===== config.mk =====
export PLATFORM = sky130hd
export DESIGN_NAME = tx_frame_arbiter
export DESIGN_NICKNAME = d
export VERILOG_FILES = /design/src/rtl/tx_frame_arbiter.sv
export SDC_FILE = /design/constraint.sdc
export NUM_CORES = 1
export LEC_CHECK = 0
export CORE_MARGIN = 4
export CORE_UTILIZATION = 45
export DETAILED_ROUTE_END_ITERATION = 10
export PLACE_DENSITY = 0.73
export SETUP_SLACK_MARGIN = 0.3
export SLEW_MARGIN = 10
export SYNTH_ARGS = -nofsm -noshare
export SYNTH_HDL_FRONTEND = slang
export SYNTH_SLANG_ARGS = --single-unit

===== constraint.sdc =====
create_clock -name clk2 -period 5.3 [get_ports clk2]
set_clock_uncertainty 0.1 [all_clocks]
set_input_delay 1.06 -clock clk2 [delete_from_list [all_inputs] [get_ports clk2]]
set_output_delay 1.06 -clock clk2 [all_outputs]
set_load 0.03 [all_outputs]

===== src/rtl/tx_frame_arbiter.sv =====
// Round-robin arbiter that serialises one 8-bit frame per grant onto a shared line.
// Frame format: start 0, 8 data bits LSB-first, stop 1, each bit held BIT_TICKS clocks.
//
//   state   | meaning
//   S_IDLE  | line high, waiting for any request
//   S_START | start bit (low)
//   S_DATA  | payload bits, LSB first
//   S_STOP  | stop bit (high), frame counted on its last edge
module tx_frame_arbiter #(
  parameter int NUM_REQ   = 4,
  parameter int BIT_TICKS = 1,
  parameter int GID_W     = 2
) (
  input  logic                 clk2,
  input  logic                 rst,
  input  logic [NUM_REQ-1:0]   req,
  input  logic [NUM_REQ*8-1:0] data_in,
  output logic [NUM_REQ-1:0]   ack,
  output logic                 transmission,
  output logic                 busy,
  output logic [GID_W-1:0]     grant_id,
  output logic [7:0]           frames_sent
);

  typedef enum logic [1:0] {S_IDLE, S_START, S_DATA, S_STOP} state_t;

  localparam logic [7:0]     TICK_LAST = 8'(BIT_TICKS - 1);
  localparam logic [GID_W:0] NREQ_W    = (GID_W+1)'(NUM_REQ);

  state_t           r_state;
  logic [7:0]       r_tick;
  logic [2:0]       r_bit;
  logic [7:0]       r_shift;
  logic [GID_W-1:0] r_last_grant;

  logic             w_tick_done;
  logic             w_found;
  logic [GID_W-1:0] w_sel;
  logic [GID_W:0]   w_cand;

  assign w_tick_done = (r_tick == TICK_LAST);

  // Scan upward from the requester after the last grant, wrapping modulo NUM_REQ.
  always_comb begin
    w_found = 1'b0;
    w_sel   = '0;
    w_cand  = '0;
    for (int k = 1; k <= NUM_REQ; k++) begin
      w_cand = {1'b0, r_last_grant} + (GID_W+1)'(k);
      if (w_cand >= NREQ_W) w_cand = w_cand - NREQ_W;
      if (!w_found && req[w_cand[GID_W-1:0]]) begin
        w_found = 1'b1;
        w_sel   = w_cand[GID_W-1:0];
      end
    end
  end

  always_ff @(posedge clk2 or posedge rst) begin
    if (rst) begin
      r_state      <= S_IDLE;
      r_tick       <= '0;
      r_bit        <= '0;
      r_shift      <= '0;
      r_last_grant <= GID_W'(NUM_REQ - 1);
      ack          <= '0;
      transmission <= 1'b1;
      busy         <= 1'b0;
      grant_id     <= '0;
      frames_sent  <= '0;
    end else begin
      ack <= '0;
      case (r_state)
        S_IDLE: begin
          transmission <= 1'b1;
          busy         <= 1'b0;
          r_tick       <= '0;
          if (w_found) begin
            r_shift      <= data_in[{w_sel, 3'b000} +: 8];
            grant_id     <= w_sel;
            r_last_grant <= w_sel;
            ack[w_sel]   <= 1'b1;
            transmission <= 1'b0;
            busy         <= 1'b1;
            r_state      <= S_START;
          end
        end
        S_START: begin
          if (w_tick_done) begin
            r_tick       <= '0;
            r_bit        <= '0;
            transmission <= r_shift[0];
            r_state      <= S_DATA;
          end else begin
            r_tick <= r_tick + 8'd1;
          end
        end
        S_DATA: begin
          if (w_tick_done) begin
            r_tick <= '0;
            if (r_bit == 3'd7) begin
              transmission <= 1'b1;
              r_state      <= S_STOP;
            end else begin
              r_bit        <= r_bit + 3'd1;
              transmission <= r_shift[r_bit + 3'd1];
            end
          end else begin
            r_tick <= r_tick + 8'd1;
          end
        end
        S_STOP: begin
          if (w_tick_done) begin
            r_tick      <= '0;
            frames_sent <= frames_sent + 8'd1;
            busy        <= 1'b0;
            r_state     <= S_IDLE;
          end else begin
            r_tick <= r_tick + 8'd1;
          end
        end
        default: r_state <= S_IDLE;
      endcase
    end
  end

endmodule


# After elaboration in Yosys (flattened, before gate mapping)
# Cells that the tools add are included.
# word_totals
register_bits	39
inputBits	38
output_inout_bits	16
# op_classes
add_sub_neg	11
magnitude_cmp	11
eq_ne	10
shift	1
n_mux	46
n_reduce_logical	19
# op_table
cell	n
$shiftx 32x6->8	1
$mux 2	13
$add 8x1->8 const B	2
$mux 1	16
$pmux 8 s2	1
$lt 2x3->1 const B	5
$ge 3x3->1 const B	4
$ne 2x2->1 const B	6
$mux 3	3
$bmux 1 s2	4
$logic_not 8->1	1
$mux 4	2
$mux 8	1
$pmux 2 s4	1
$sub 2x1->2 const B	4
$add 2x2->3 const B	2
$pmux 3 s2	1
$reduce_and 2->1	3
$reduce_and 5->1	1
$eq 2x2->1 const B	2
$logic_and 1x1->1	4
$lt 3x4->1 const B	1
$reduce_and 4->1	1
$reduce_bool 2->1	2
other kinds (15)	17

# Logic depth before layout (Yosys ltp)
# Gate-level depths: netlist (run 1).
# logic_depth
ltp_word	21
depth_mapped	7

# Worst setup path before layout (run 1)
# No wires, ideal clock.
# synth_path
path_kind	input to register
from	in req[3]
to	reg r_shift[0]
setup_time_ns	0.138
t_arrival_ns	2.373
required_time_ns	5.062
slack_ns	2.689
path_stages	6
path_cell_list	or2_2 a221oi_1 buf_2 buf_4 mux2i_1 o221ai_1
# synth_between
elab_chain_cells	13
# synth_lines
item	line	source
start, declared	16	input logic [NUM_REQ-1:0] req,
$bmux 1 s2	51	if (!w_found && req[w_cand[GID_W-1:0]]) begin
$mux 1 (not written as such)	51	
$mux 1	51	
$logic_not 1->1	51	
$logic_and 1x1->1	51	
$mux 1	51	
$logic_not 1->1	51	
$logic_and 1x1->1	51	
$mux 1	51	
$logic_not 1->1	51	
$logic_and 1x1->1	51	
$mux 2 / $mux 1 (equally long branches)	51	
$shiftx 32x6->8 / $reduce_and 2->1 (equally long branches)	--	
end signal, assigned	78	r_shift <= data_in[{w_sel, 3'b000} +: 8];
end, declared	33	logic [7:0] r_shift;
# Several ways; a longest one is shown, not always the timed one. The select of a mux whose other input is x is not followed.
# A chain may end at the register's enable or synchronous reset.

# Final worst setup path (run 1)
# layout_path
from	in req[3]
to	reg r_shift[4]
# The elaborated chain is that of the path after synthesis.

==> results of run 1 <==
## cell usage after synthesis (3+ instances only)
cell type	count
dfrtp_1	36
nand2_1	18
mux2i_1	17
nor2_1	11
ha_1	9
inv_1	9
nand3_1	8
o221ai_1	8
a21oi_1	7
xor2_1	7
xnor2_1	6
a22o_1	5
nand2b_1	5
and3_1	3
and3_2	3
buf_2	3
clkbuf_1	3
dfstp_2	3
mux2_2	3
o21a_1	3
o22ai_1	3
## sequential cells by signal, indices dropped and copies added (netlist names), 2 cells and up
| name | cells |
|---|---|
| r_bit | 3 |
| ack | 4 |
| r_state | 2 |
| r_last_grant | 2 |
| r_tick | 8 |
| grant_id | 2 |
| frames_sent | 8 |
| r_shift | 8 |
## cells in the final DEF (no fill, tap or decap), types with 3 or more instances in the layout
| cell | instances |
|---|---|
| clkdlybuf4s50_1 | 53 |
| dfrtp_1 | 36 |
| nand2_1 | 18 |
| mux2i_1 | 17 |
| nor2_1 | 11 |
| inv_1 | 9 |
| ha_1 | 9 |
| o221ai_1 | 8 |
| nand3_1 | 8 |
| a21oi_1 | 7 |
| xor2_1 | 7 |
| xnor2_1 | 6 |
| nand2b_1 | 5 |
| a22o_1 | 5 |
| clkbuf_8 | 5 |
| o21a_1 | 3 |
| o22ai_1 | 3 |
| mux2_2 | 3 |
| and3_2 | 3 |
| and3_1 | 3 |
| dfstp_2 | 3 |
## cell families after synthesis
| logic type | count (synthesis) | share of synthesized area, % |
|---|---|---|
| XOR/XNOR | 13 | 5.43 |
| multiplexers | 23 | 12.4 |
| buffers and inverters | 16 | 3.22 |
| flip-flops | 39 | 46.7 |
| AND/OR/NAND/NOR | 59 | 15.0 |
| AO/OA/AOI/OAI | 32 | 11.8 |
| adder cells (fa/ha/maj) | 9 | 5.37 |
## metrics by stage
stage                     setup WS, ps  cells  total power (W)  utilization, %
final                             2270    299          0.00136            62.1
after global routing              2130    299          0.00146            62.1
after CTS                         2270    299          0.00137            62.1
after detailed placement          1960    291          0.00118            60.3
after global placement            2140    291          0.00116            60.3
after floorplan                   2690    191         0.000975               -
## power by group
part | internal, W | switching (W) | leakage [nW]
clock | 0.0000923 | 0.0000978 | 0.0422
combinational | 0.000335 | 0.000350 | 0.699
sequential | 0.000406 | 0.0000773 | 0.498
total | 0.000833 | 0.000525 | 1.24
## cell type report
type | count | area (um2)
timing repair buffer | 55 | 546
fill | 385 | 1680
clock buffer | 7 | 76.3
sequential | 39 | 980
multi-input combinational | 136 | 1050
clock inverter | 1 | 5.00
tap | 52 | 65.1
inverter | 9 | 33.8
## worst paths after layout
check / to / startpoint / slack, ps
min in group asynchronous: r_tick[2] / rst / 1100
max in group asynchronous: transmission / rst / 3640
max reg2reg: r_state[1] / r_tick[0] / 2870
min: frames_sent[7] / frames_sent[7] / 380
min reg2reg: frames_sent[7] / frames_sent[7] / 380
max: r_shift[4] / req[3] / 2270
## metal layers
metal	track usage, %	wire length (um)
met5	0	0
met4	5.43	49
met3	4.37	296
met2	26.5	2070
met1	16.9	1770
## critical path, delay by kind of cell
kind            cells  cell delay (ps)
simple gates        4             1370
buf+inv             1              460
compound gates      1              190
==> flow_summary.toml, run 1 <==
[placed_design]
portBuffers = 53
place_congestion = 0.756
placed_area_um2 = 2680
hpwlAfterDp_um = 3160

[outcome]
outcome = "finished clean"

[yosys]
synthCells = 191
synth_top_flop_cell = "dfrtp_1"
netlist_area_um2 = 2100
yosys_warnings = 0
synth_top_area_share_pct = 43.0
synth_edf_count = 0
yosysSeqAreaShare_pct = 46.7
synth_top_area_cell = "dfrtp_1"
synthesis.nets = 238
synth_area_leaders = "dfrtp_1 (43%), mux2i_1 (8.1%), ha_1 (5.4%)"
ys_types = 38
synthArstFlopShare_pct = 100
synth-seq-cells = 39
syn_area_per_cell_um2 = 11.0

[worst_setup_path]
crit_path_max_fanout = 11
critical-path-max-stage-delay_ps = 460
worst-setup-path-type = "input pin to flip-flop"
critPathLaunchType = "input pin"
cp.required_ps = 5350
crit_path_end_kind = "flip-flop"
crit_slowest_cell = "clkdlybuf4s50_1"
r2r_cells = 7
arrival_ps = 3080
worstPathCellList = "clkdlybuf4s50_1 > or2_2 > nor3_1 > nor2_1 > nand2_1 > o221ai_1"

[clock_network]
clock_path_buffers = 2
clkSinkCount = 39
path_clk_slew_ps = 70
cts_root_buf = "clkbuf_8"
cts_repair_resize_count = 0
tritoncts = "built"
cts_buffers = 5
clkLatencyLatePin_ps = 290
postCtsSetupBuffers = 0
htree_levels = 2
hold_buffers = 0

[sta]
drv_slew = 0
final_hold_viol_count = 0
tightest_slew_ps = 550
relSlewSlack_pct = 63.0
fin_setup_tns_ps = 0
setup_viol = 0
min_period_ps = 3030
finalCritPeriodShare_pct = 57.2
fmax_mhz = 330
rsz0062_at_grt = "no"
finalHoldWorstSlack_ps = 375

[global_route]
grt_use_total_pct = 14.9
grt-ovfl-total = 0
grt_pass1_vias = 1657
grt_pass1_wl_um = 7150
antenna_found_initial = 0
grt_max_degree = 40

[power_and_ir_drop]
ir_drop_mv = 0.235
p_leak_nw = 1.24
powerDensity_nw_per_um2 = 492

[min_path]
min_path_type = "flip-flop to flip-flop"
whs_path_depth = 1

[detailed_routing]
routedWlPerCell_um = 14.0
drtPass1Iterations = 4
viasPerCell = 5.51
dr.first_iter.drc_count = 78
totalWireLength_um = 4190
dr_total_vias = 1647
drc_errors = 0
postRouteAntennaNets = 0

[die]
fp.coreArea_um2 = 4440
initial_core_util_pct = 47.2
pin_count = 54
dieArea_um2 = 5810
die_h_um = 76.2
rows = 24
fp.dieW_um = 76.2

[run]
maxCapViolCount = 0

[final_layout]
layout.nets = 293
drive_above_1_share_pct = 11.7
n_antenna_cell = 0
stdcell_area_um2 = 2760
area_delta_synth_final_pct = 31.7
(Power assumes the default switching activity.)
==> run 2, diff against run 1 <==
CORE_UTILIZATION = 44   (was 45)
PLACE_DENSITY = 0.74   (was 0.73)
clock period = 2.45 ns   (was 5.3 ns; I/O delays follow)
==> run 2 against run 1 <==
- worst hold slack got worse by 6.3 ps
- power rose by 140%
- critical path depth rose by 1
- sequential power up 120%
- clock power increased to 2.5 times the previous value
- critical path type is now flip-flop to flip-flop
- routed wire length increased by 10%
- clock-buffer cell count did not move
- utilization up 4.1 points
- non-clock buffer count is 12 higher
- combinational power rose to 2.5 times the previous value
- die area increased by 2.0%
- design area is 7.3% higher
==> flow_summary.toml, run 2 (synthesis results as in run 1) <==
[worst_setup_path]
arrival_ps = 2180
rrSetupSlack_ps = 350
cp.required_ps = 2530
crit_path_end_kind = "flip-flop"
worst-path-buf-inv = 1
worstPathCellList = "inv_1 > ha_1 > or4b_4 > nor4_4 > nor2_2 > a221oi_2 > mux2_1"
critical-path-max-stage-delay_ps = 460
worst-path-stages = 7
worst-setup-path-type = "flip-flop to flip-flop"
cp_top_family = "simple AND/OR/NAND/NOR gates"
critPathLaunchType = "flip-flop"
r2r-start = "r_tick[0]"
crit_path_max_fanout = 2
r2r_cells = 7
r2r-end = "r_state[1]"
crit_slowest_cell = "or4b_4"

[sta]
fmax_mhz = 476
relSlewSlack_pct = 68.7
min_period_ps = 2100
final_hold_viol_count = 0
drv_slew = 0
finalCritPeriodShare_pct = 85.8
rsz0062_at_grt = "yes"
worst_slack_ps = 348
tightest_slew_ps = 470
setup_viol = 0
fin_setup_tns_ps = 0

[detailed_routing]
totalWireLength_um = 4610
wl_met2_um = 2300
dr_total_vias = 1687
routedWlPerCell_um = 14.8
drtPass1Iterations = 4
dr_wl_met3_um = 284
drc_errors = 0
highest_layer = "met4"
viasPerCell = 5.42
dr.first_iter.drc_count = 63
postRouteAntennaNets = 0
detail_route.wirelength.met1_um = 1940

[power_and_ir_drop]
p_sw_share_pct = 37.8
p_seq_share_pct = 32.3
powerDensity_nw_per_um2 = 1100
combPwrFrac_pct = 53.0
power.switching_w = 0.00123
p_leak_nw = 1.35
internal_power_w = 0.00203
ir_drop_mv = 0.611
p_clk_share_pct = 14.6

[die]
die_h_um = 77.0
fp.coreArea_um2 = 4470
pin_count = 54
rows = 24
initial_core_util_pct = 46.8
dieArea_um2 = 5930
fp.dieW_um = 77.0

[clock_network]
clock_path_buffers = 2
cts_root_buf = "clkbuf_8"
hold_buffers = 0
clkSinkCount = 39
tritoncts = "built"
cts_buffers = 5
clkLatencyLatePin_ps = 290
htree_levels = 2
path_clk_slew_ps = 80

[min_path]
whs_path_depth = 1
holdPathEnd = "frames_sent[7]"
min_path_type = "flip-flop to flip-flop"
hold_start = "frames_sent[7]"

[final_layout]
layout.nets = 305
mostFrequentLayoutCell = "clkdlybuf4s50_1"
area_delta_synth_final_pct = 41.4
reg_top3 = "frames_sent: 8 flops, r_shift: 8 flops, r_tick: 8 flops"
final_util_pct = 66.2
n_fill_cell = 368
drive_above_1_share_pct = 18.5
n_antenna_cell = 0
layout_common_cells = "clkdlybuf4s50_1 (50), dfrtp_1 (36), nand2_1 (17)"

[global_route]
grt_pass1_vias = 1835
grt_use_total_pct = 16.4
grt_pass1_wl_um = 7810
grt_max_degree = 40
grt-ovfl-total = 0
antenna_found_initial = 0

[placed_design]
place_congestion = 0.742
place_ws_ps = -21.9
hpwlAfterDp_um = 3300
portBuffers = 53

[run]
maxCapViolCount = 0

[outcome]
outcome = "finished clean"
[run 2: worst max-delay path by stage]
stage,endpoint,start
finish,r_state[1],r_tick[0]
floorplan,r_state[1],r_tick[0]
global placement,r_shift[3],req[3]
detailed placement,r_shift[3],req[3]
global route,frames_sent[6],r_tick[0]
CTS,frames_sent[6],r_tick[0]
[run 2: what timing repair did]
item	in CTS	in global routing
resized for setup	5	9
pin swaps	5	3
setup endpoints to repair	5	20
buffers inserted	6	1
gates cloned	1	0
[run 2: final cells by class]
cell class | instances | area (um2) | share of cell area, %
Clock buffer | 7 | 96.3 | 3.25
Multi-Input combinational cell | 136 | 1090 | 36.9
Sequential cell | 39 | 980 | 33.1
Inverter | 9 | 33.8 | 1.14
Tap cell | 52 | 65.1 | 2.20
Clock inverter | 1 | 7.51 | 0.253
Timing Repair Buffer | 67 | 688 | 23.2
[run 2: metrics by stage]
step | hold slack (ps) | total power, W | area [um2] | instances
2_1_floorplan | 351 | 0.00211 | 2100 | 191
3_3_place_gp | 360 | 0.00258 | 2730 | 295
5_1_grt | 402 | 0.00348 | 2960 | 311
3_5_place_dp | 362 | 0.00263 | 2730 | 295
6_report | 369 | 0.00326 | 2960 | 311
4_1_cts | 377 | 0.00324 | 2940 | 310
[run 2: power by group through the flow]
| stage | combinational [W] | clock [W] | sequential (W) |
|---|---|---|---|
| after global placement | 0.00153 | 0 | 0.00105 |
| final | 0.00173 | 0.000476 | 0.00105 |
| after global routing | 0.00189 | 0.000515 | 0.00108 |
| after floorplan | 0.000919 | 0 | 0.00119 |
| after detailed placement | 0.00157 | 0 | 0.00106 |
| after CTS | 0.00170 | 0.000490 | 0.00105 |
[run 2: metal layers]
layer | vias up | GRT usage [%]
met4 | 0 | 6.94
li1 | 821 | -
met3 | 9 | 4.68
met2 | 63 | 28.7
met1 | 794 | 18.5
met5 | - | 0
